[config.mk]
export PLATFORM = sky130hd
export DESIGN_NAME = ram_dump_unit
export DESIGN_NICKNAME = d
export VERILOG_FILES = /design/src/rtl/riscv32s_pkg.sv /design/src/rtl/ram_dump_unit.sv
export SDC_FILE = /design/constraint.sdc
export NUM_CORES = 1
export LEC_CHECK = 0
export BUFFER_PORTS_ARGS = -buffer_cell sky130_fd_sc_hd__buf_4
export CORE_MARGIN = 5
export CORE_UTILIZATION = 40
export CTS_CLUSTER_SIZE = 12
export DETAILED_ROUTE_END_ITERATION = 8
export PLACE_DENSITY = 0.73
export SKIP_LAST_GASP = 1
export SYNTH_ARGS = -nofsm -noshare
export SYNTH_HDL_FRONTEND = slang
export SYNTH_SLANG_ARGS = --single-unit
[constraint.sdc]
create_clock -name clock -period 1.9 [get_ports clock]
set_clock_uncertainty 0.05 [all_clocks]
set_input_delay 0.095 -clock clock [delete_from_list [all_inputs] [get_ports clock]]
set_output_delay 0.095 -clock clock [all_outputs]
set_load 0.005 [all_outputs]
[src/rtl/riscv32s_pkg.sv]
// ---------------------------------------------------------------------------
// riscv32s_pkg
// Shared definitions for the riscv32s subsystem blocks.
//   dump_state_e     : state encoding of the end-of-program RAM dump FSM
//   WORD_W           : data word width of the core/data RAM
//   RAMDEPTH_DEFAULT : default data RAM depth in words
//   addr_width()     : word-address width for a given RAM depth (min 1 bit)
// ---------------------------------------------------------------------------
package riscv32s_pkg;

  localparam int WORD_W           = 32;
  localparam int RAMDEPTH_DEFAULT = 256;

  typedef enum logic [2:0] {
    ST_RUN     = 3'd0,  // core running, watching pc
    ST_DRAIN   = 3'd1,  // core frozen, last store retiring
    ST_ISSUE   = 3'd2,  // RAM read issued for idx
    ST_CAPTURE = 3'd3,  // RAM read data captured into dump registers
    ST_SEND    = 3'd4,  // word offered on the dump port
    ST_DONE    = 3'd5   // every word delivered; terminal
  } dump_state_e;

  // A depth of 1 would give a zero-width address; keep at least one bit.
  function automatic int addr_width(input int depth);
    return (depth > 1) ? $clog2(depth) : 1;
  endfunction

endpackage

[src/rtl/ram_dump_unit.sv]
// ---------------------------------------------------------------------------
// ram_dump_unit
// End-of-program detector and data-RAM unloader. While the core runs, the
// word PC is compared against the program length; once it reaches it the
// core is frozen, then every data-RAM word 0..RAMDEPTH-1 is read in order and
// streamed as (index, data) over a valid/ready port.
//
// Ports
//   clock       in   single clock, all logic on its rising edge
//   reset       in   synchronous, active-high; wins over everything
//   pc          in   core program address (byte address)
//   prog_len    in   program length in instructions, watched only while running
//   core_halt   out  freeze request to the core (sticky until reset)
//   ram_rden    out  data RAM read enable, high only while issuing a read
//   ram_addr    out  data RAM word address, 0 whenever no read is issued
//   ram_rdata   in   RAM read data, valid one cycle after ram_rden
//   dump_valid  out  dump word available
//   dump_ready  in   consumer takes the word when valid & ready
//   dump_index  out  word index of dump_data
//   dump_data   out  RAM word
//   dump_last   out  high with the final word (index RAMDEPTH-1)
//   halt_pc     out  pc captured when the end of program was detected
//   done        out  dump complete, sticky until reset
// ---------------------------------------------------------------------------
module ram_dump_unit
  import riscv32s_pkg::*;
#(
  parameter int RAMDEPTH = RAMDEPTH_DEFAULT,
  parameter int AW       = addr_width(RAMDEPTH),
  parameter int PLW      = 16
) (
  input  logic              clock,
  input  logic              reset,
  input  logic [31:0]       pc,
  input  logic [PLW-1:0]    prog_len,
  output logic              core_halt,
  output logic              ram_rden,
  output logic [AW-1:0]     ram_addr,
  input  logic [WORD_W-1:0] ram_rdata,
  output logic              dump_valid,
  input  logic              dump_ready,
  output logic [AW-1:0]     dump_index,
  output logic [WORD_W-1:0] dump_data,
  output logic              dump_last,
  output logic [31:0]       halt_pc,
  output logic              done
);

  // Compare width covers both the 30-bit word PC and prog_len so that the
  // comparison stays unsigned and lossless for any PLW.
  localparam int CMP_W = (PLW > 30) ? PLW : 30;

  // The last word is found by comparison, so RAMDEPTH need not be 2**AW.
  localparam logic [AW-1:0] LAST_IDX = AW'(RAMDEPTH - 1);

  dump_state_e         state_q;
  logic [AW-1:0]       idx_q;
  logic                core_halt_q;
  logic [31:0]         halt_pc_q;
  logic                dump_valid_q;
  logic [AW-1:0]       dump_index_q;
  logic [WORD_W-1:0]   dump_data_q;
  logic                dump_last_q;
  logic                done_q;

  logic [CMP_W-1:0]    pc_word_d;
  logic [CMP_W-1:0]    prog_len_d;
  logic                end_hit_d;

  // Byte offset bits of pc play no part in the word-PC compare.
  logic                unused_pc_bits;
  assign unused_pc_bits = ^pc[1:0];

  assign pc_word_d  = CMP_W'(pc[31:2]);
  assign prog_len_d = CMP_W'(prog_len);
  assign end_hit_d  = (pc_word_d >= prog_len_d);

  // ---------------------------------------------------------------------
  // Dump FSM with its counter and registered outputs.
  // ---------------------------------------------------------------------
  always_ff @(posedge clock) begin
    if (reset) begin
      state_q      <= ST_RUN;
      idx_q        <= '0;
      core_halt_q  <= 1'b0;
      halt_pc_q    <= '0;
      dump_valid_q <= 1'b0;
      dump_index_q <= '0;
      dump_data_q  <= '0;
      dump_last_q  <= 1'b0;
      done_q       <= 1'b0;
    end else begin
      case (state_q)
        ST_RUN: begin
          if (end_hit_d) begin
            halt_pc_q   <= pc;
            core_halt_q <= 1'b1;
            state_q     <= ST_DRAIN;
          end
        end

        // One idle cycle lets a store that was in flight at the halt land
        // in RAM before we start reading it back.
        ST_DRAIN: begin
          state_q <= ST_ISSUE;
        end

        ST_ISSUE: begin
          state_q <= ST_CAPTURE;
        end

        // ram_rdata now holds the word requested in ISSUE.
        ST_CAPTURE: begin
          dump_data_q  <= ram_rdata;
          dump_index_q <= idx_q;
          dump_last_q  <= (idx_q == LAST_IDX);
          dump_valid_q <= 1'b1;
          state_q      <= ST_SEND;
        end

        // dump_* registers are untouched here until the handshake, which
        // keeps the offered word stable across any number of stall cycles.
        ST_SEND: begin
          if (dump_ready) begin
            dump_valid_q <= 1'b0;
            if (dump_last_q) begin
              done_q  <= 1'b1;
              state_q <= ST_DONE;
            end else begin
              idx_q   <= idx_q + 1'b1;
              state_q <= ST_ISSUE;
            end
          end
        end

        ST_DONE: begin
          state_q <= ST_DONE;
        end

        default: begin
          state_q <= ST_RUN;
        end
      endcase
    end
  end

  // Read port is decoded straight from the state so the RAM sees the request
  // in the ISSUE cycle itself; the address is parked at 0 otherwise.
  assign ram_rden = (state_q == ST_ISSUE);
  assign ram_addr = ram_rden ? idx_q : '0;

  assign core_halt  = core_halt_q;
  assign halt_pc    = halt_pc_q;
  assign dump_valid = dump_valid_q;
  assign dump_index = dump_index_q;
  assign dump_data  = dump_data_q;
  assign dump_last  = dump_last_q;
  assign done       = done_q;

endmodule

======== Yosys cells after proc, flatten, opt, wreduce, memory -nomap -nowiden ========
Index checks and enable logic that the tools add are counted.
cells by class
  $add $sub $neg .......................... 1
  multiply operators ...................... 0
  div/mod/pow operators ................... 0
  order comparisons ....................... 1
  eq/ne operators ......................... 8
  shifts and indexed selects .............. 0
  muxes and demuxes ....................... 7
  bitwise gates (word level) .............. 1
  reduce and logical (&&, ||, !) cells .... 7
operators with widths
  cell                 count
  $ge 30x16->1         1
  $pmux 3 s6           1
  $mux 3               3
  $add 8x1->8 const B  1
  $eq 8x8->1 const B   1
  $mux 8               1
  $eq 3x2->1 const B   2
  $eq 3x3->1 const B   2
  $reduce_and 2->1     3
  $reduce_and 3->1     2
  $ne 2x2->1 const B   2
  $eq 3x1->1 const B   1
  $logic_not 3->1      1
  $pmux 1 s2           1
  $reduce_bool 2->1    1
  $mux 1               1
  $not 1->1            1
storage, ports and cells
  register bits ........................... 87
  latch bits .............................. 0
  RAM bits ................................ 0
  ROM bits ................................ 0
  input bits .............................. 83
  output and inout port bits .............. 85
  word-level logic and storage cells ...... 34
  memories ................................ 0

======== Depth between registers and ports, before layout ========
  depth in word-level cells ............... 3
  mapped depth ............................ 9
  mapped depth without buffers ............ 7

======== Worst setup path after synthesis ========
Ideal clock, no wire load.
  path type ............................... in2reg
  start ................................... input port prog_len[13]
  end ..................................... register halt_pc_q[10], in the netlist halt_pc[10]
  library setup time ...................... 0.082 ns
  arrival time ............................ 1.853 ns
  required time ........................... 1.768 ns
  setup slack ............................. -0.085 ns
  stages .................................. 9
  path buffers ............................ 2
  cells stage by stage .................... inv_1 ha_1 nand4_1 or2_2 a311oi_2 clkbuf_1 clkbuf_1 o21ai_0 o2111ai_1
on the way
  word-level cells in the longest chain between the ends .. 2
RTL lines
  item                               line                 text
  start, declared                    ram_dump_unit.sv:35  input logic [PLW-1:0] prog_len,
  $ge 30x16->1                       ram_dump_unit.sv:76  assign end_hit_d = (pc_word_d >= prog_len_d);
  $reduce_and 2->1 (no source line)  --
  end signal, assigned               ram_dump_unit.sv:96  halt_pc_q <= pc;
  end, declared                      ram_dump_unit.sv:59  logic [31:0] halt_pc_q;
Every way passes these cells.
A chain may end at the register's enable or synchronous reset.

======== Final worst setup path ========
  start ................................... register state_q[2]
  end ..................................... register idx_q[4]
on the way
  word-level cells in the longest chain between the ends .. 2
RTL lines
  item                               line                  text
  start, declared                    ram_dump_unit.sv:56   dump_state_e state_q;
  start signal, assigned             ram_dump_unit.sv:83   state_q <= ST_RUN;
  start signal, assigned             ram_dump_unit.sv:98   state_q <= ST_DRAIN;
  start signal, assigned             ram_dump_unit.sv:105  state_q <= ST_ISSUE;
  $eq 3x3->1                         ram_dump_unit.sv:93   case (state_q)
  $reduce_and 3->1 (no source line)  --
  end signal, assigned               ram_dump_unit.sv:130  idx_q <= idx_q + 1'b1;
  end, declared                      ram_dump_unit.sv:57   logic [AW-1:0] idx_q;
Every way passes these cells.

==> results.md <==
Outcome:
- The run finished with clean final reports.

Synth:
- The total number of yosys warnings is 0.
- The cell area after technology mapping is 0.00419 mm2.
- The count of flip-flops with a built-in enable after synthesis is 0.
- Synthesis produced a netlist whose cell count is between 500 and 600.
- When the netlist entered floorplanning its net count stood at 632.
- The synthesized design spends more area on one cell type than any other, namely sky130_fd_sc_hd__dfxtp_1.
- The fraction of registers with async set or reset after synthesis is 0.
- The synthesized design contains 87 register bits.
- By area the synthesized netlist is led by sky130_fd_sc_hd__dfxtp_1 42%, sky130_fd_sc_hd__nand2_1 11%, sky130_fd_sc_hd__a21oi_1 7.8%.
- The number of distinct standard cells referenced by the synthesized netlist is 42.
- Of the post-synthesis cell area, the dominant cell type holds 0.416.
- The predominant post-synthesis flop cell is sky130_fd_sc_hd__dfxtp_1.
- The share of the Yosys chip area taken by registers is 0.416.
- After synthesis, the mean cell area works out to 7.88 um2.

Power and ir drop:
- The total power density per cell area is 944 mW/mm2.
- The share of total power dissipated in the clock network is 0.215.
- The internal cell power is 0.00382 W.
- The proportion of power drawn by combinational gates is 0.380.
- Across the VDD grid, the largest voltage drop is 0.000621 V.
- The switching part of the total power is 0.355.
- The share of total power dissipated in sequential elements is 0.405.
- The analysis attributes to cell leakage a power of 2.74 nW.
- The analysis attributes to net switching a power of 0.00210 W.

Finish:
- The final net count is slightly above 800.
- The number of antenna diodes in the final layout is 0.
- The non-filler instance count after layout is 871.
- The area added between synthesis and finish is 49.4%.
- The finished cells cover 0.00626 mm2.
- The ratio of cells with drive above 1 in the final layout is 0.312.

Drt:
- After the first detailed-routing iteration, the DRC count stood at 209.
- Dividing the detail-routed via count by the number of cells gives around 5.2.
- The via count is 4492.
- The first detailed-routing pass took 4 iterations.
- The total length of routed wires is 13200 um.
- Dividing the detail-routed wire length by the instance count gives roughly 15 um.
- In this run the remaining antenna-violating nets after routing total 0.
- The number of remaining DRC errors is 0.

Placed design:
- After detailed placement, the total cell area comes to 0.00575 mm2.
- Timing analysis after detailed placement gives a worst setup slack of -0.159 ns.
- Once detailed placement completed, the half-perimeter wirelength came to 9120 um.
- The total of buffers placed on input and output ports is 167.
- Routability-driven placement finished with a final weighted congestion of 0.806.
- The total placed cells including tap cells is ~820.

Floorplanning:
- During I/O placement, the number of pins put on the boundary was 168.
- The floorplan step defined a die boundary enclosing 0.0126 mm2.
- The total number of placement rows is 37.
- The initial utilization of the core area, before any placement, comes to 0.408.
- The total area inside the core boundary comes to 0.0103 mm2.
- From bottom edge to top edge, the die measures 112 um.
- Measured along the x axis, the die boundary spans between 100 and 150 um.

Worst setup path:
- The kind of critical path is reg2reg.
- The arrival time of data at the critical path endpoint is 1.90 ns.
- Data on the critical path is required at its endpoint by 2.07 ns.
- Along the worst path, the maximum fanout reaches 7.
- STA classifies the critical path startpoint as a flop.
- The endpoint class of the critical path is a flop.

STA:
- The share of the clock period used by the worst path after layout is 0.910.
- Setup violations remaining at the end of the flow were counted as 0.
- Setup repair after global routing left no endpoint under its margin.
- The normalized max-slew margin is 0.484.
- At the pin with the least slew margin, the transition time is 0.774 ns.
- After layout, the worst setup slack is ~0.17 ns.
- The number of failing hold endpoints at the final stage was 0.
- The achievable clock frequency is 578 MHz.
- The final-layout worst hold slack is 0.0199 ns.
- The number of pins with negative max-slew slack in the final report is 0.
- Subtracting the final worst setup slack from the clock period gives 1.73 ns.

Clocking:
- CTS placed an instance of sky130_fd_sc_hd__clkbuf_8 at the clock tree root.
- The total setup buffers inserted after CTS is 0.
- The clock transition time at the flip-flop clock pins of the worst setup and hold paths is 0.09 ns.
- The clock net sink count is 87.
- The clock tree from TritonCTS is yes.
- The H-tree was split into 3 levels.
- The buffer levels on the longest clock path is 2.
- At the later pin of the worst-skew pair, clock insertion delay measures ~0.35 ns.
- The number of buffers created by CTS is 9.

Global routing:
- The via count of the first global-routing pass is 4415.
- The first global-routing pass estimated approximately 22000 um of wire.
- The aggregate global routing overflow is 0.
- Entering global routing, the biggest net connects 72 pins.
- The all-layer global routing usage is 0.203.
- The number of antenna violations at the first check in global routing is 0.

Min path:
- The worst hold path belongs to the class in2reg.

Job:
- The tool flagged a number of max-cap violations equal to 0.
-- power by group through the flow --
stage          combinational, W  clock, W  sequential (W)
2_1_floorplan           0.00115         0         0.00238
6_report                0.00225   0.00127         0.00239
4_1_cts                 0.00226   0.00130         0.00240
3_5_place_dp            0.00220         0         0.00243
3_3_place_gp            0.00212         0         0.00242
5_1_grt                 0.00248   0.00137         0.00244
-- state kept, by name, summed over array words and instances (netlist names) --
signal      flops
idx_q           8
dump_data      32
halt_pc        32
dump_last       1
state_q         3
dump_valid      1
done            1
core_halt       1
dump_index      8
-- layout make-up --
class                   count  area (um2)
fillers                   937        4010
multi-input cells         386        2250
repair buffers            229        1850
flip-flops and latches     87        1740
well taps                 136         170
clock buffers              11         151
inverters                  17        63.8
clock inverters             5        40.0
-- final timing paths --
| check | from | to | slack [ns] | cells past startpoint |
|---|---|---|---|---|
| min reg2reg | dump_data[2] | dump_data[2] | 0.41 | 2 |
| min | dump_ready | done | 0.02 | 3 |
| max | state_q[2] | idx_q[4] | 0.17 | 5 |
| max reg2reg | state_q[2] | idx_q[4] | 0.17 | 5 |
-- critical path, stage by stage (launching register included) --
cell,delay [ns]
sky130_fd_sc_hd__dfxtp_1,0.47
sky130_fd_sc_hd__nor3b_1,0.34
sky130_fd_sc_hd__and3b_1,0.39
sky130_fd_sc_hd__nand4_1,0.15
sky130_fd_sc_hd__xor2_1,0.15
sky130_fd_sc_hd__nor2_1,0.05
-- what timing repair did --
action | in CTS | in global routing
setup endpoints to repair | 0 | 1
gates resized for setup | 0 | 1
endpoints found under the hold margin | 32 | 0
hold buffers | 32 | 0
-- per-stage QoR --
step,setup TNS (ns),power (W),utilization
2_1_floorplan,0,0.00353,-
3_3_place_gp,-3.04,0.00454,0.559
3_5_place_dp,-3.80,0.00463,0.559
4_1_cts,0,0.00595,0.609
5_1_grt,0,0.00629,0.609
6_report,0,0.00591,0.609
-- synth_stat cells (5+ instances only) --
cell and n:
sky130_fd_sc_hd__nand4_1 5, sky130_fd_sc_hd__a211oi_1 7, sky130_fd_sc_hd__a21oi_1 65, sky130_fd_sc_hd__and3_1 21, sky130_fd_sc_hd__inv_1 16, sky130_fd_sc_hd__o2111ai_1 18, sky130_fd_sc_hd__a211oi_2 9, sky130_fd_sc_hd__or4_1 18
sky130_fd_sc_hd__nand2_1 125, sky130_fd_sc_hd__xor2_1 5, sky130_fd_sc_hd__ha_1 17, sky130_fd_sc_hd__dfxtp_1 87, sky130_fd_sc_hd__nor2_1 33, sky130_fd_sc_hd__clkbuf_1 39, sky130_fd_sc_hd__and2_1 8, sky130_fd_sc_hd__o21ai_0 19
-- kinds of logic after synthesis --
group           synth area share
simple gates               0.264
flops                      0.416
compound gates             0.196
mux                      0.00239
xor+xnor                  0.0167
buf+inv                   0.0549
fa+ha+maj                 0.0507
-- layer usage --
| layer | vias to the layer above | global-route usage | share of wire |
|---|---|---|---|
| li1 | 2254 | - | - |
| met1 | 2065 | 0.253 | 0.42 |
| met2 | 154 | 0.342 | 0.49 |
| met3 | 19 | 0.0588 | 0.076 |
| met4 | 0 | 0.0593 | 0.016 |
| met5 | - | 0 | 0 |
-- cells in the final DEF, fill, tap and decap left out, types with 2 or more instances in the layout --
cell type                       synthesis  routed
sky130_fd_sc_hd__or4_1                 18      18
sky130_fd_sc_hd__a21oi_1               65      65
sky130_fd_sc_hd__a211oi_2               9       9
sky130_fd_sc_hd__nand4_1                5       5
sky130_fd_sc_hd__o21ai_0               19      19
sky130_fd_sc_hd__xnor2_1                3       3
sky130_fd_sc_hd__nor4_1                 2       2
sky130_fd_sc_hd__clkinvlp_4             0       3
sky130_fd_sc_hd__o2111ai_1             18      18
sky130_fd_sc_hd__nor3_1                 4       3
sky130_fd_sc_hd__inv_6                  0       2
sky130_fd_sc_hd__and2_1                 8       8
sky130_fd_sc_hd__nand2_1              125     125
sky130_fd_sc_hd__buf_4                  0     193
sky130_fd_sc_hd__xor2_1                 5       5
sky130_fd_sc_hd__nor2_1                33      32
sky130_fd_sc_hd__ha_1                  17      17
sky130_fd_sc_hd__buf_12                 0       4
sky130_fd_sc_hd__dlygate4sd3_1          0      32
sky130_fd_sc_hd__clkbuf_8               0      11
sky130_fd_sc_hd__or3_1                  2       2
sky130_fd_sc_hd__a211oi_1               7       7
sky130_fd_sc_hd__dfxtp_1               87      87
sky130_fd_sc_hd__and3_1                21      21
sky130_fd_sc_hd__inv_1                 16      16
sky130_fd_sc_hd__nor3b_1                3       3
sky130_fd_sc_hd__nand3_1                4       4
No activity file was read; power rests on OpenSTA's default activity.
